--- src/rtl/fetch_unit_pkg.sv ---
// Shared types and constants for the instruction fetch unit and its buffer.
package fetch_unit_pkg;

    localparam logic [31:0] NOP_INSTR = 32'h0000_0013;

    typedef struct packed {
        logic [31:0] pc;
        logic [31:0] instr;
    } fetch_entry_t;

    function automatic logic [31:0] align_word(input logic [31:0] addr);
        return {addr[31:2], 2'b00};
    endfunction

endpackage

--- src/rtl/fetch_fifo.sv ---
// Synchronous instruction buffer of DEPTH entries with push, pop and flush.
module fetch_fifo
    import fetch_unit_pkg::*;
#(
    parameter int DEPTH = 2
) (
    input  logic                       clk,
    input  logic                       rst,
    input  logic                       push,
    input  logic                       pop,
    input  logic                       flush,
    input  fetch_entry_t               wdata,
    output fetch_entry_t               rdata,
    output logic [$clog2(DEPTH):0]     count,
    output logic                       full,
    output logic                       empty
);

    localparam int AW = $clog2(DEPTH);

    fetch_entry_t mem [DEPTH];
    logic [AW-1:0] wptr;
    logic [AW-1:0] rptr;

    // Storage write; contents need no reset since count gates every read.
    always_ff @(posedge clk) begin
        if (push) begin
            mem[wptr] <= wdata;
        end
    end

    // Pointer and occupancy tracking; flush empties the buffer in one edge.
    always_ff @(posedge clk) begin
        if (rst || flush) begin
            wptr  <= AW'(0);
            rptr  <= AW'(0);
            count <= (AW+1)'(0);
        end else begin
            if (push) wptr <= wptr + AW'(1);
            if (pop)  rptr <= rptr + AW'(1);
            case ({push, pop})
                2'b10:   count <= count + (AW+1)'(1);
                2'b01:   count <= count - (AW+1)'(1);
                default: count <= count;
            endcase
        end
    end

    assign rdata = mem[rptr];
    assign full  = (count == (AW+1)'(DEPTH));
    assign empty = (count == (AW+1)'(0));

endmodule

--- src/rtl/fetch_unit_checker.sv ---
// Runtime checks on the fetch unit's credit accounting.
module fetch_unit_checker (
    input logic clk,
    input logic rst,
    input logic fifo_push,
    input logic fifo_full,
    input logic rsp_valid,
    input logic nothing_outstanding
);

    // The credit rule must keep the buffer from ever taking a push while full.
    always @(posedge clk) begin
        if (!rst) begin
            assert (!(fifo_push && fifo_full));
            assert (!(rsp_valid && nothing_outstanding));
        end
    end

endmodule

--- src/rtl/fetch_unit.sv ---
// Instruction fetch: credit-limited request issue, in-order response tracking,
// redirect with stale-response draining, and the decode pipeline register.
module fetch_unit
    import fetch_unit_pkg::*;
#(
    parameter logic [31:0] RESET_PC = 32'h0000_0000,
    parameter int          DEPTH    = 2
) (
    input  logic        clk,
    input  logic        rst,
    input  logic        StallF_i,
    input  logic        StallD_i,
    input  logic        FlushD_i,
    input  logic        PCSrcE_i,
    input  logic [31:0] PCTargetE_i,
    output logic        IReqValid_o,
    input  logic        IReqReady_i,
    output logic [31:0] IReqAddr_o,
    input  logic        IRspValid_i,
    input  logic [31:0] IRspData_i,
    output logic [31:0] InstrD_o,
    output logic [31:0] PCD_o,
    output logic [31:0] PCPlus4D_o,
    output logic        ValidD_o
);

    localparam int AW = $clog2(DEPTH);

    logic [31:0]   pc;
    logic [AW:0]   inflight;
    logic [AW:0]   drop_cnt;
    logic [AW:0]   fifo_count;
    logic [AW+1:0] outstanding;
    logic [31:0]   pcq [DEPTH];
    logic [AW-1:0] pcq_wr;
    logic [AW-1:0] pcq_rd;
    logic          fifo_full;
    logic          fifo_empty;
    fetch_entry_t  fifo_head;
    fetch_entry_t  rsp_entry;
    logic          accept;
    logic          rsp_keep;
    logic          dec_load;
    logic          fifo_pop;
    logic          fifo_push;
    logic          bypass;

    // Everything requested but not yet handed to decode, including stale fetches.
    assign outstanding = (AW+2)'(inflight) + (AW+2)'(drop_cnt) + (AW+2)'(fifo_count);
    assign IReqValid_o = !rst && !StallF_i && !PCSrcE_i && (outstanding < (AW+2)'(DEPTH));
    assign IReqAddr_o  = pc;
    assign accept      = IReqValid_o && IReqReady_i;
    assign rsp_keep    = IRspValid_i && !PCSrcE_i && (drop_cnt == (AW+1)'(0));
    assign rsp_entry   = '{pc: pcq[pcq_rd], instr: IRspData_i};
    assign dec_load    = !StallD_i && !FlushD_i;
    assign fifo_pop    = dec_load && !fifo_empty;
    // An empty buffer lets a fresh response go straight to decode.
    assign bypass      = dec_load && fifo_empty && rsp_keep;
    assign fifo_push   = rsp_keep && !bypass;

    // In-flight PC queue storage.
    always_ff @(posedge clk) begin
        if (accept) begin
            pcq[pcq_wr] <= pc;
        end
    end

    // PC, in-flight accounting and redirect handling.
    always_ff @(posedge clk) begin
        if (rst) begin
            pc       <= RESET_PC;
            inflight <= (AW+1)'(0);
            drop_cnt <= (AW+1)'(0);
            pcq_wr   <= AW'(0);
            pcq_rd   <= AW'(0);
        end else if (PCSrcE_i) begin
            pc       <= align_word(PCTargetE_i);
            inflight <= (AW+1)'(0);
            drop_cnt <= drop_cnt + inflight - (IRspValid_i ? (AW+1)'(1) : (AW+1)'(0));
            pcq_wr   <= AW'(0);
            pcq_rd   <= AW'(0);
        end else begin
            if (accept) begin
                pc     <= pc + 32'd4;
                pcq_wr <= pcq_wr + AW'(1);
            end
            if (rsp_keep) pcq_rd <= pcq_rd + AW'(1);
            case ({accept, rsp_keep})
                2'b10:   inflight <= inflight + (AW+1)'(1);
                2'b01:   inflight <= inflight - (AW+1)'(1);
                default: inflight <= inflight;
            endcase
            if (IRspValid_i && (drop_cnt != (AW+1)'(0))) begin
                drop_cnt <= drop_cnt - (AW+1)'(1);
            end else begin
                drop_cnt <= drop_cnt;
            end
        end
    end

    // Decode pipeline register; stall outranks flush.
    always_ff @(posedge clk) begin
        if (rst) begin
            ValidD_o   <= 1'b0;
            InstrD_o   <= NOP_INSTR;
            PCD_o      <= 32'h0000_0000;
            PCPlus4D_o <= 32'h0000_0004;
        end else if (!StallD_i) begin
            if (FlushD_i) begin
                ValidD_o <= 1'b0;
                InstrD_o <= NOP_INSTR;
            end else if (fifo_pop) begin
                ValidD_o   <= 1'b1;
                InstrD_o   <= fifo_head.instr;
                PCD_o      <= fifo_head.pc;
                PCPlus4D_o <= fifo_head.pc + 32'd4;
            end else if (bypass) begin
                ValidD_o   <= 1'b1;
                InstrD_o   <= rsp_entry.instr;
                PCD_o      <= rsp_entry.pc;
                PCPlus4D_o <= rsp_entry.pc + 32'd4;
            end else begin
                ValidD_o <= 1'b0;
                InstrD_o <= NOP_INSTR;
            end
        end else begin
            ValidD_o <= ValidD_o;
        end
    end

    fetch_fifo #(.DEPTH(DEPTH)) u_fifo (
        .clk   (clk),
        .rst   (rst),
        .push  (fifo_push),
        .pop   (fifo_pop),
        .flush (PCSrcE_i),
        .wdata (rsp_entry),
        .rdata (fifo_head),
        .count (fifo_count),
        .full  (fifo_full),
        .empty (fifo_empty)
    );

    fetch_unit_checker u_checker (
        .clk                 (clk),
        .rst                 (rst),
        .fifo_push           (fifo_push),
        .fifo_full           (fifo_full),
        .rsp_valid           (IRspValid_i),
        .nothing_outstanding ((inflight == (AW+1)'(0)) && (drop_cnt == (AW+1)'(0)))
    );

endmodule

--- config.mk ---
export PLATFORM = sky130hd
export DESIGN_NAME = fetch_unit
export DESIGN_NICKNAME = d
export VERILOG_FILES = /design/src/rtl/fetch_unit_pkg.sv /design/src/rtl/fetch_fifo.sv /design/src/rtl/fetch_unit_checker.sv /design/src/rtl/fetch_unit.sv
export SDC_FILE = /design/constraint.sdc
export NUM_CORES = 1
export LEC_CHECK = 0
export ABC_AREA = 0
export BUFFER_PORTS_ARGS = -buffer_cell sky130_fd_sc_hd__buf_2
export CORE_MARGIN = 5
export CORE_UTILIZATION = 57
export DETAILED_ROUTE_END_ITERATION = 10
export GPL_ROUTABILITY_DRIVEN = 0
export PLACE_DENSITY = 0.8
export SYNTH_ARGS = -nofsm -noshare
export SYNTH_HDL_FRONTEND = slang
export SYNTH_SLANG_ARGS = --single-unit
--- constraint.sdc ---
create_clock -name clk -period 5.5 [get_ports clk]
set_input_delay 1.1 -clock clk [delete_from_list [all_inputs] [get_ports clk]]
set_output_delay 1.1 -clock clk [all_outputs]
set_load 0.02 [all_outputs]
Yosys cells after proc, flatten, opt, wreduce, memory -nomap -nowiden
Memories as Yosys holds them, arrays and structs flattened. A register that Yosys moved wholly into a read port is not among the register bits.
Cells that the tools add are included.
Word-level totals
  register bits: 139
  memory bits (writable): 192
  bits of input ports: 72
  output and inout port bits: 130
  word-level logic and storage cells: 93
  memories: 2
Operators by class
  add/sub/neg operators: 16
  order comparisons: 1
  equal/unequal tests: 4
  mux-type cells: 25
  bitwise operators: 2
  reductions and logical operators: 30
Memory list
  u_fifo.mem: words 2, bits a word 64, rd ports 1, clocked after Yosys merged registers in 1, wr ports 1, line fetch_fifo.sv:21  | fetch_entry_t mem [DEPTH];
  pcq: words 2, bits a word 32, rd ports 1, clocked after Yosys merged registers in 1, wr ports 1, line fetch_unit.sv:34  | logic [31:0] pcq [DEPTH];
Operators with widths (number)
  $mux W32: 9
  $add A32 B3 Y32 const B: 3
  $logic_and A1 B1 Y1: 12
  $mux W1: 12
  $reduce_bool A2 Y1: 6
  $pmux W2 S2: 2
  $logic_not A1 Y1: 7
  $sub A2 B1 Y2 const B: 3
  $add A1 B1 Y1 const B: 4
  $add A2 B1 Y2 const B: 2
  $eq A2 B1 Y1 const B: 2
  $eq A2 B2 Y1 const B: 2
  $logic_not A2 Y1: 2
  $mux W2: 2
  $add A2 B2 Y3: 1
  $add A3 B2 Y3: 1
  $lt A3 B2 Y1 const B: 1
  $reduce_and A3 Y1: 1
  $add A2 B2 Y2: 1
  $not A1 Y1: 2
  $reduce_or A2 Y1: 1
  $sub A2 B1 Y2: 1
  $logic_or A1 B1 Y1: 1

Longest topological paths before layout
Gate-level depths: netlist of the first run.
  word-level depth: 8
  gate-level depth with buffers: 15
  gate-level depth less buffers: 12

Hierarchy
Synthesis of the first run repeated with hierarchy kept, for this count alone.
Second synthesis, totals
  cells, all modules: 1199
  area, all modules: 14079.8 µm²
By module, submodules not included
  fetch_unit: instances 1, cells an instance 978, area an instance 9267.6 µm²
  fetch_fifo: instances 1, cells an instance 221, area an instance 4812.1 µm²

Worst setup path before layout of the first run
Ideal clock, no wire load.
  path type: input -> register
  from: input PCSrcE_i
  to: memory u_fifo.mem[0][0] (netlist bit), enable pin
  setup time: 0.482 ns
  arrival time: 4.475 ns
  data required time: 5.018 ns
  slack: 0.543 ns
  stages: 5
  path buffers: 1
  path through: clkbuf_1 -> or2_2 -> inv_1 -> o21ai_0 -> nor2_1
Between the ends
  cells in the longest elaborated chain, start to end: 8
Ends and longest elaborated chain
  from (decl): line fetch_unit.sv:14  | input logic PCSrcE_i,
  $logic_not A1 Y1 *: line fetch_unit.sv:53  | assign rsp_keep = IRspValid_i && !PCSrcE_i && (drop_cnt == (AW+1)'(0));
  $logic_and A1 B1 Y1 * (2 in a row): line fetch_unit.sv:53
  net rsp_keep: line fetch_unit.sv:42  | logic rsp_keep;
  $logic_and A1 B1 Y1: line fetch_unit.sv:58  | assign bypass = dec_load && fifo_empty && rsp_keep;
  $logic_not A1 Y1: line fetch_unit.sv:59  | assign fifo_push = rsp_keep && !bypass;
  $logic_and A1 B1 Y1 *: line fetch_unit.sv:59
  $mux W1 *: line fetch_fifo.sv:27  | if (push) begin
  $mux W1 (not written as such) *: line fetch_fifo.sv:28  | mem[wptr] <= wdata;
  to (decl): line fetch_fifo.sv:21
Mark *: on every way through the listed nets, which the timed path passes. The rest lies on a longest branch.

==> summary.md, run 1 <==
| Metric | Value |
|---|---|
| Global-route wire length before repair | `just under 50 mm` |
| Core box area | `around 23000 sq um` |
| Setup-failing EPs final | `0` |
| Slew HR | `34.8%` |
| Internal power | `3.99 mW` |
| Final Hold Fails | `0` |
| DRC | `0` |
| Post-Synthesis Cells | `between 1000 and 1500` |
| Most frequent cells in the layout | `buf_2 (192), edfxtp_1 (184), dfxtp_1 (134)` |
| Hold wc startpoint | `PCD_o[3]` |
| Htree depth | `1` |
| CP required | `5.96 ns` |
| Combinational fraction of design power | `under 10%` |
| FF-to-FF setup slack | `1.77 ns` |
| Slew Limit Fails | `0` |
| Clock Tree Buf Depth | `3` |
| RSZ-0062 raised after global routing | `false` |
| Mapped Avg Cell Area | `11.7 sq um` |
| Antenna violations before repair | `0` |
| ANT cells | `0` |
| Register area share after synthesis | `61.4%` |
| Post-synthesis cell type count | `61` |
| Critical path class | `register to register` |
| # rows | `between 50 and 60` |
| Routed wire per std cell | `between 15 and 20 um` |
| Post-route ant nets | `0` |
| Total CTS buffers | `31` |
| DR pass1 iterations | `7` |
| Synth Flop Type | `edfxtp_1` |
| FF-to-FF path depth | `8` |
| Slew @ Worst Pin | `0.967 ns` |
| Hold Buf Count CTS | `0` |
| Height of the die | `163 um` |
| WHS Endpoint | `PCD_o[3]` |
| Worst skew pair latency | `about 0.55 ns` |
| Post-synth top area share | `around two fifths` |
| Number of flops mapped to enable cells by yosys | `~180` |
| Share of cells above drive strength 1 | `between 20% and 30%` |
| Async SR Flop Fraction | `0%` |
| Cell Pwr Density | `about 330 nW/um^2` |
| Highest clock rate | `268 MHz` |
| Syn-to-layout area delta | `16.7%` |
| Vias/cell | `5.89` |
| Clock-pin slew on the worst setup and hold paths | `0.06 ns` |
| CTS tree | `done` |
| Max FO, Critical Path | `between 40 and 50` |
| Synth Cell Area | `between 10000 and 15000 sq um` |
| # nets final | `between 1000 and 1500` |
| Largest net degree at the start of global routing | `73` |
| Leading cell type in the layout, fill and taps excluded | `buf_2` |
| Die ar. | `26700 sq um` |
| HPWL after DPL | `just over 20 mm` |
| Clock period minus worst slack | `3.73 ns` |
| Hold depth | `2` |
| Max_cap viols | `0` |
| Hold Path Class | `register to register` |
| Buffers inserted by post-CTS timing repair | `0` |
| Die width | `around 160 um` |
| WHS | `between 0.4 and 0.5 ns` |
| Clk root buf | `clkbuf_16` |
| # port buffers | `approximately 190` |
| Max VDD drop | `0.196 mV` |
| Routed via count | `roughly 10000` |
| RR Endpoint | `PCPlus4D_o[31]` |
| Clock share of power | `slightly above 40%` |
| Synth area leader | `edfxtp_1` |
| Reg power frac | `between 50 and 60%` |
| Leakage | `5.82 nW` |
| Worst setup SP type | `register` |
| Post-CTS resize count | `0` |
| Critical path endpoint category | `register` |
| Yosys warning count | `0` |
| GRT Util Overall | `22.3%` |
| Post-Route Setup TNS | `0 ns` |
| Synth area leaders | `edfxtp_1 (41%), dfxtp_1 (20%), mux2_2 (4.6%)` |
| #FFs+latches synth | `approximately 320` |
| Sw Share | `22.7%` |
| Status | `completed` |
| Switch Pwr | `about 1.2 mW` |
| 1st-iter DRT viols | `just over 1000` |
| Setup Skew | `0.0121 ns` |
| Crit path DAT | `approximately 4.2 ns` |
| Starting Density | `a little under three fifths` |
| Clock sink count | `between 300 and 400` |
| Non-Filler Instances | `roughly 1700` |
| Fin crit share | `between 60% and 70%` |
| Routed WL | `around 30 mm` |
| Vias in the first global route | `roughly 9000` |
| Power, Total | `~5.2 mW` |
| Overflow after GRT | `0` |
| I/O pins | `slightly above 200` |
| Placed Cells | `1609` |
## layer usage
layer	vias up	share of wire, %	track usage [%]
li1	4623	-	-
met1	4691	45	33.6
met2	461	45	34.5
met3	41	8.7	3.38
met4	0	1.5	5.26
met5	-	0	0
## state kept, by name, summed over array words and instances, names as in the netlist, named ones only
name and cells:
ValidD_o 1, u_fifo.rptr 1, drop_cnt 2, pcq 60
pcq_rd 1, IReqAddr_o 30, pcq_wr 1, inflight 2
u_fifo.wptr 1, PCD_o 30, PCPlus4D_o 30, u_fifo.count 2
InstrD_o 32, u_fifo.mem 124
## Yosys cell counts (3+ instances only)
master       n
a2111oi_0    4
a211oi_1    27
a21o_1       6
a21oi_1     76
a221oi_1     3
a222oi_1    35
a311oi_1     5
a31oi_1     13
and2_1      10
and3_1      18
and3b_1      3
and4_1       7
buf_1        4
buf_2       11
buf_4        9
buf_6        3
clkbuf_1    51
dfxtp_1    135
edfxtp_1   184
ha_1        10
inv_1       19
mux2_2      55
mux2i_1     32
nand2_1     88
nand2b_1     4
nand3_1     25
nand3b_1     3
nand4_1     13
nand4b_1     8
nor2_1     132
nor2b_1     14
nor3_1       8
nor4_1       5
o2111ai_1    5
o211ai_1     4
o21a_1       4
o21ai_0     35
o22ai_1      3
or2_2        5
or3_1        8
xnor2_1     23
xor2_1      18
## worst max-delay path by stage
stage	to	slack, ns	from	cells past startpoint
after global placement	inflight[1]	1.58	PCSrcE_i	8
after floorplan	u_fifo.mem[0][0]	0.54	PCSrcE_i	5
final	PCPlus4D_o[31]	1.77	register	8
after global routing	PCPlus4D_o[31]	1.57	register	8
after detailed placement	inflight[1]	1.52	PCSrcE_i	8
after CTS	PCPlus4D_o[31]	1.78	register	8
## kinds of logic (layout without fill, tap and decap cells)
kind of cell	count (synthesis)	in the layout	share of synthesized area (%)
AOI/OAI and AO/OA	236	236	12.0
other	1	6	0.0280
adders and majority gates	11	11	1.08
and+or+nand+nor	355	355	12.5
xor gates and xnor gates	41	41	2.68
buffers and inverters	99	292	3.30
DFF	319	319	61.4
muxes	87	87	7.01
## power groups by stage
| stage | Clock, mW | Sequential (mW) | Combinational [mW] |
|---|---|---|---|
| 3_5_place_dp | 0 | 2.71 | 0.414 |
| 6_report | 2.08 | 2.66 | 0.418 |
| 4_1_cts | 2.11 | 2.66 | 0.417 |
| 2_1_floorplan | 0 | 2.74 | 0.243 |
| 5_1_grt | 2.23 | 2.67 | 0.457 |
| 3_3_place_gp | 0 | 2.70 | 0.404 |
## cell type report
cell class,count,area (sq um)
timing repair buffer,215,1130
multi-input combinational,736,4800
sequential,319,8230
clock buffer,45,868
tap,319,399
clock inverter,12,138
inverter,20,75.1
fill,1690,7690
## through the flow
stage	cell area, sq um	setup WS, ns	utilization, %
floorplan	13400	0.543	-
global placement	14600	1.58	62.7
detailed placement	14600	1.52	62.7
CTS	15600	1.78	67.0
global route	15600	1.57	67.0
finish	15600	1.77	67.0
## worst max-delay path: stages (launching register included)
cell	delay (ns)
dfxtp_4	0.76
buf_4	0.52
nand4_1	0.15
a211o_1	0.33
a222oi_1	0.78
and4_1	0.43
nand2_1	0.10
or3_1	0.31
a311oi_1	0.25
No activity file was read; power rests on OpenSTA's default activity.
==> run 2: changes to the inputs <==
==> constraint.sdc (replaced) <==
create_clock -name clk -period 3.7 [get_ports clk]
set_input_delay 0.74 -clock clk [delete_from_list [all_inputs] [get_ports clk]]
set_output_delay 0.74 -clock clk [all_outputs]
set_load 0.02 [all_outputs]
==> run 2 against run 1 <==
Effect of this change: core utilization up 0.39 points; largest power group unchanged; maximum frequency up 18%; global-route usage up 0.50 points; power up 49%; sequential share of layout area down 0.31 points; clock-buffer cell count up 5; clock power up 50%; setup slack worse by 1.2 ns; worst hold slack worse by 0.0096 ns.
==> summary.md, run 2 (synthesis results as in run 1) <==
| Metric | Value |
|---|---|
| Status | `completed (unchanged)` |
| # rows | `56 (unchanged)` |
| FF-to-FF path depth | `11 (was 8)` |
| # port buffers | `193 (unchanged)` |
| Slew Limit Fails | `0 (unchanged)` |
| # nets final | `1416 (was 1406)` |
| Die ar. | `26700 sq um (unchanged)` |
| 1st-iter DRT viols | `998 (was 1016)` |
| Most frequent cells in the layout | `buf_2 (192), edfxtp_1 (184), dfxtp_1 (134) (unchanged)` |
| DRC | `0 (unchanged)` |
| FF-to-FF setup slack | `0.54 ns (was 1.77 ns)` |
| Biggest register | `u_fifo.mem (unchanged)` |
| Critical path class | `register to register (unchanged)` |
| Vias in the first global route | `9415 (was 9245)` |
| Routed wire per std cell | `18.5 um (was 18.2 um)` |
| GRT Util Overall | `22.8% (was 22.3%)` |
| Worst reg2reg startpoint | `u_fifo.count[1]` |
| Clk root buf | `clkbuf_16 (unchanged)` |
| Worst skew pair latency | `0.50 ns (was 0.55 ns)` |
| Worst setup SP type | `register (unchanged)` |
| Leading registers by flop count | `u_fifo.mem (124), pcq (60), InstrD_o (32) (unchanged)` |
| Max VDD drop | `0.327 mV (was 0.196 mV)` |
| WHS Endpoint | `u_fifo.mem[1][15] (was PCD_o[3])` |
| Place WS | `0.423 ns (was 1.52 ns)` |
| Cell Pwr Density | `490 nW/um^2 (was 330 nW/um^2)` |
| Hold Buf Count CTS | `0 (unchanged)` |
| Starting Density | `57.4% (unchanged)` |
| HPWL after DPL | `20.5 mm (was 20.1 mm)` |
| Power, Total | `7.71 mW (was 5.16 mW)` |
| Global-route wire length before repair | `49.2 mm (was 48.4 mm)` |
| Overflow after GRT | `0 (unchanged)` |
| CP required | `4.07 ns (was 5.96 ns)` |
| RR Endpoint | `IReqAddr_o[16] (was PCPlus4D_o[31])` |
| WHS | `0.442 ns (was 0.452 ns)` |
| Post-CTS resize count | `0 (unchanged)` |
| Crit path DAT | `3.53 ns (was 4.19 ns)` |
| Clock sink count | `319 (unchanged)` |
| Clock Tree Buf Depth | `3 (unchanged)` |
| Setup Skew | `0.0164 ns (was 0.0121 ns)` |
| Core box area | `23300 sq um (unchanged)` |
| Final Hold Fails | `0 (unchanged)` |
| Max_cap viols | `0 (unchanged)` |
| Slew HR | `36.8% (was 34.8%)` |
| Routed via count | `9840 (was 9816)` |
| Post-route ant nets | `0 (unchanged)` |
| Clock-pin slew on the worst setup and hold paths | `0.07 ns (was 0.06 ns)` |
| Syn-to-layout area delta | `17.4% (was 16.7%)` |
| Setup WS post-layout | `0.540 ns (was 1.77 ns)` |
| Max FO, Critical Path | `15 (was 44)` |
| Htree depth | `2 (was 1)` |
| Buffers inserted by post-CTS timing repair | `0 (unchanged)` |
| ANT cells | `0 (unchanged)` |
| I/O pins | `202 (unchanged)` |
| Leading cell type in the layout, fill and taps excluded | `buf_2 (unchanged)` |
| Fill cells | `1760 (was 1690)` |
| Critical path endpoint category | `register (unchanged)` |
| Hold depth | `1 (was 2)` |
| Fin crit share | `85.4% (was 67.8%)` |
| Routed WL | `31.1 mm (was 30.3 mm)` |
| Height of the die | `163 um (unchanged)` |
| Die width | `163 um (unchanged)` |
| Antenna violations before repair | `0 (unchanged)` |
| RSZ-0062 raised after global routing | `false (unchanged)` |
| Max reg flops | `124 (unchanged)` |
| Vias/cell | `5.87 (was 5.89)` |
| Setup-failing EPs final | `0 (unchanged)` |
| Hold Path Class | `primary input to register (was register to register)` |
| Hold wc startpoint | `IRspData_i[15] (was PCD_o[3])` |
| Clock period minus worst slack | `3.16 ns (was 3.73 ns)` |
| DR pass1 iterations | `6 (was 7)` |
| Leakage | `5.88 nW (was 5.82 nW)` |
| Total CTS buffers | `34 (was 31)` |
| Highest clock rate | `316 MHz (was 268 MHz)` |
| CTS tree | `done (unchanged)` |
| Share of cells above drive strength 1 | `25.0% (was 24.4%)` |
| Slew @ Worst Pin | `0.938 ns (was 0.967 ns)` |
| Largest net degree at the start of global routing | `83 (was 73)` |
-- run 2: cell types whose count changed in the layout (fill, tap and decap cells not counted), moves of 2 or more --
| cell | before | now |
|---|---|---|
| buf_4 | 23 | 29 |
| bufinv_16 | 3 | 0 |
| clkbuf_1 | 10 | 12 |
| clkbuf_16 | 31 | 35 |
| clkinv_2 | 4 | 7 |
-- run 2: final cells by class --
type	instances	area, sq um	area share (%)
sequential	319	8230	52.3
clock inverter	11	62.6	0.398
timing repair buffer	222	1200	7.62
tap	319	399	2.54
multi-input combinational	736	4800	30.5
inverter	20	75.1	0.477
clock buffer	50	962	6.12
-- run 2: power breakdown --
part	switching, mW	internal [mW]
clock network	1.31	1.81
logic	0.402	0.232
registers	0.0814	3.87
total	1.80	5.91
-- run 2: metrics by stage --
step	std cells	setup TNS, ns	area, sq um	util, %
2_1_floorplan	1154	-111.26	13400	-
6_report	1677	0	15700	67.4
3_3_place_gp	1616	0	14700	63.0
5_1_grt	1677	0	15700	67.4
4_1_cts	1677	0	15700	67.4
3_5_place_dp	1616	0	14700	63.0
-- run 2: worst max path at each step --
stage | startpoint | to | slack, ns | cells after the start
2_1_floorplan | PCSrcE_i | u_fifo.mem[0][0] | -0.90 | 5
3_5_place_dp | StallD_i | PCPlus4D_o[31] | 0.42 | 8
6_report | u_fifo.count[1] | IReqAddr_o[16] | 0.54 | 11
4_1_cts | inflight[1] | IReqValid_o | 0.56 | 7
5_1_grt | u_fifo.count[1] | IReqAddr_o[16] | 0.18 | 11
3_3_place_gp | StallD_i | PCPlus4D_o[31] | 0.48 | 8
-- run 2: metal layers --
| layer | part of all wire (%) | global-route usage, % |
|---|---|---|
| met1 | 45 | 33.2 |
| met2 | 46 | 36.1 |
| met3 | 7.9 | 3.94 |
| met4 | 1.9 | 5.57 |
| met5 | 0 | 0 |
-- run 2: critical path, stage by stage (launching register included) --
cell and delay [ns]:
dfxtp_1 0.41, inv_1 0.09, fa_1 0.50, inv_1 0.05
ha_1 0.29, nor4_1 0.21, and3b_1 0.31, inv_1 0.28
nand2b_1 0.40, o21ai_0 0.16, a222oi_1 0.27, nor2_1 0.07
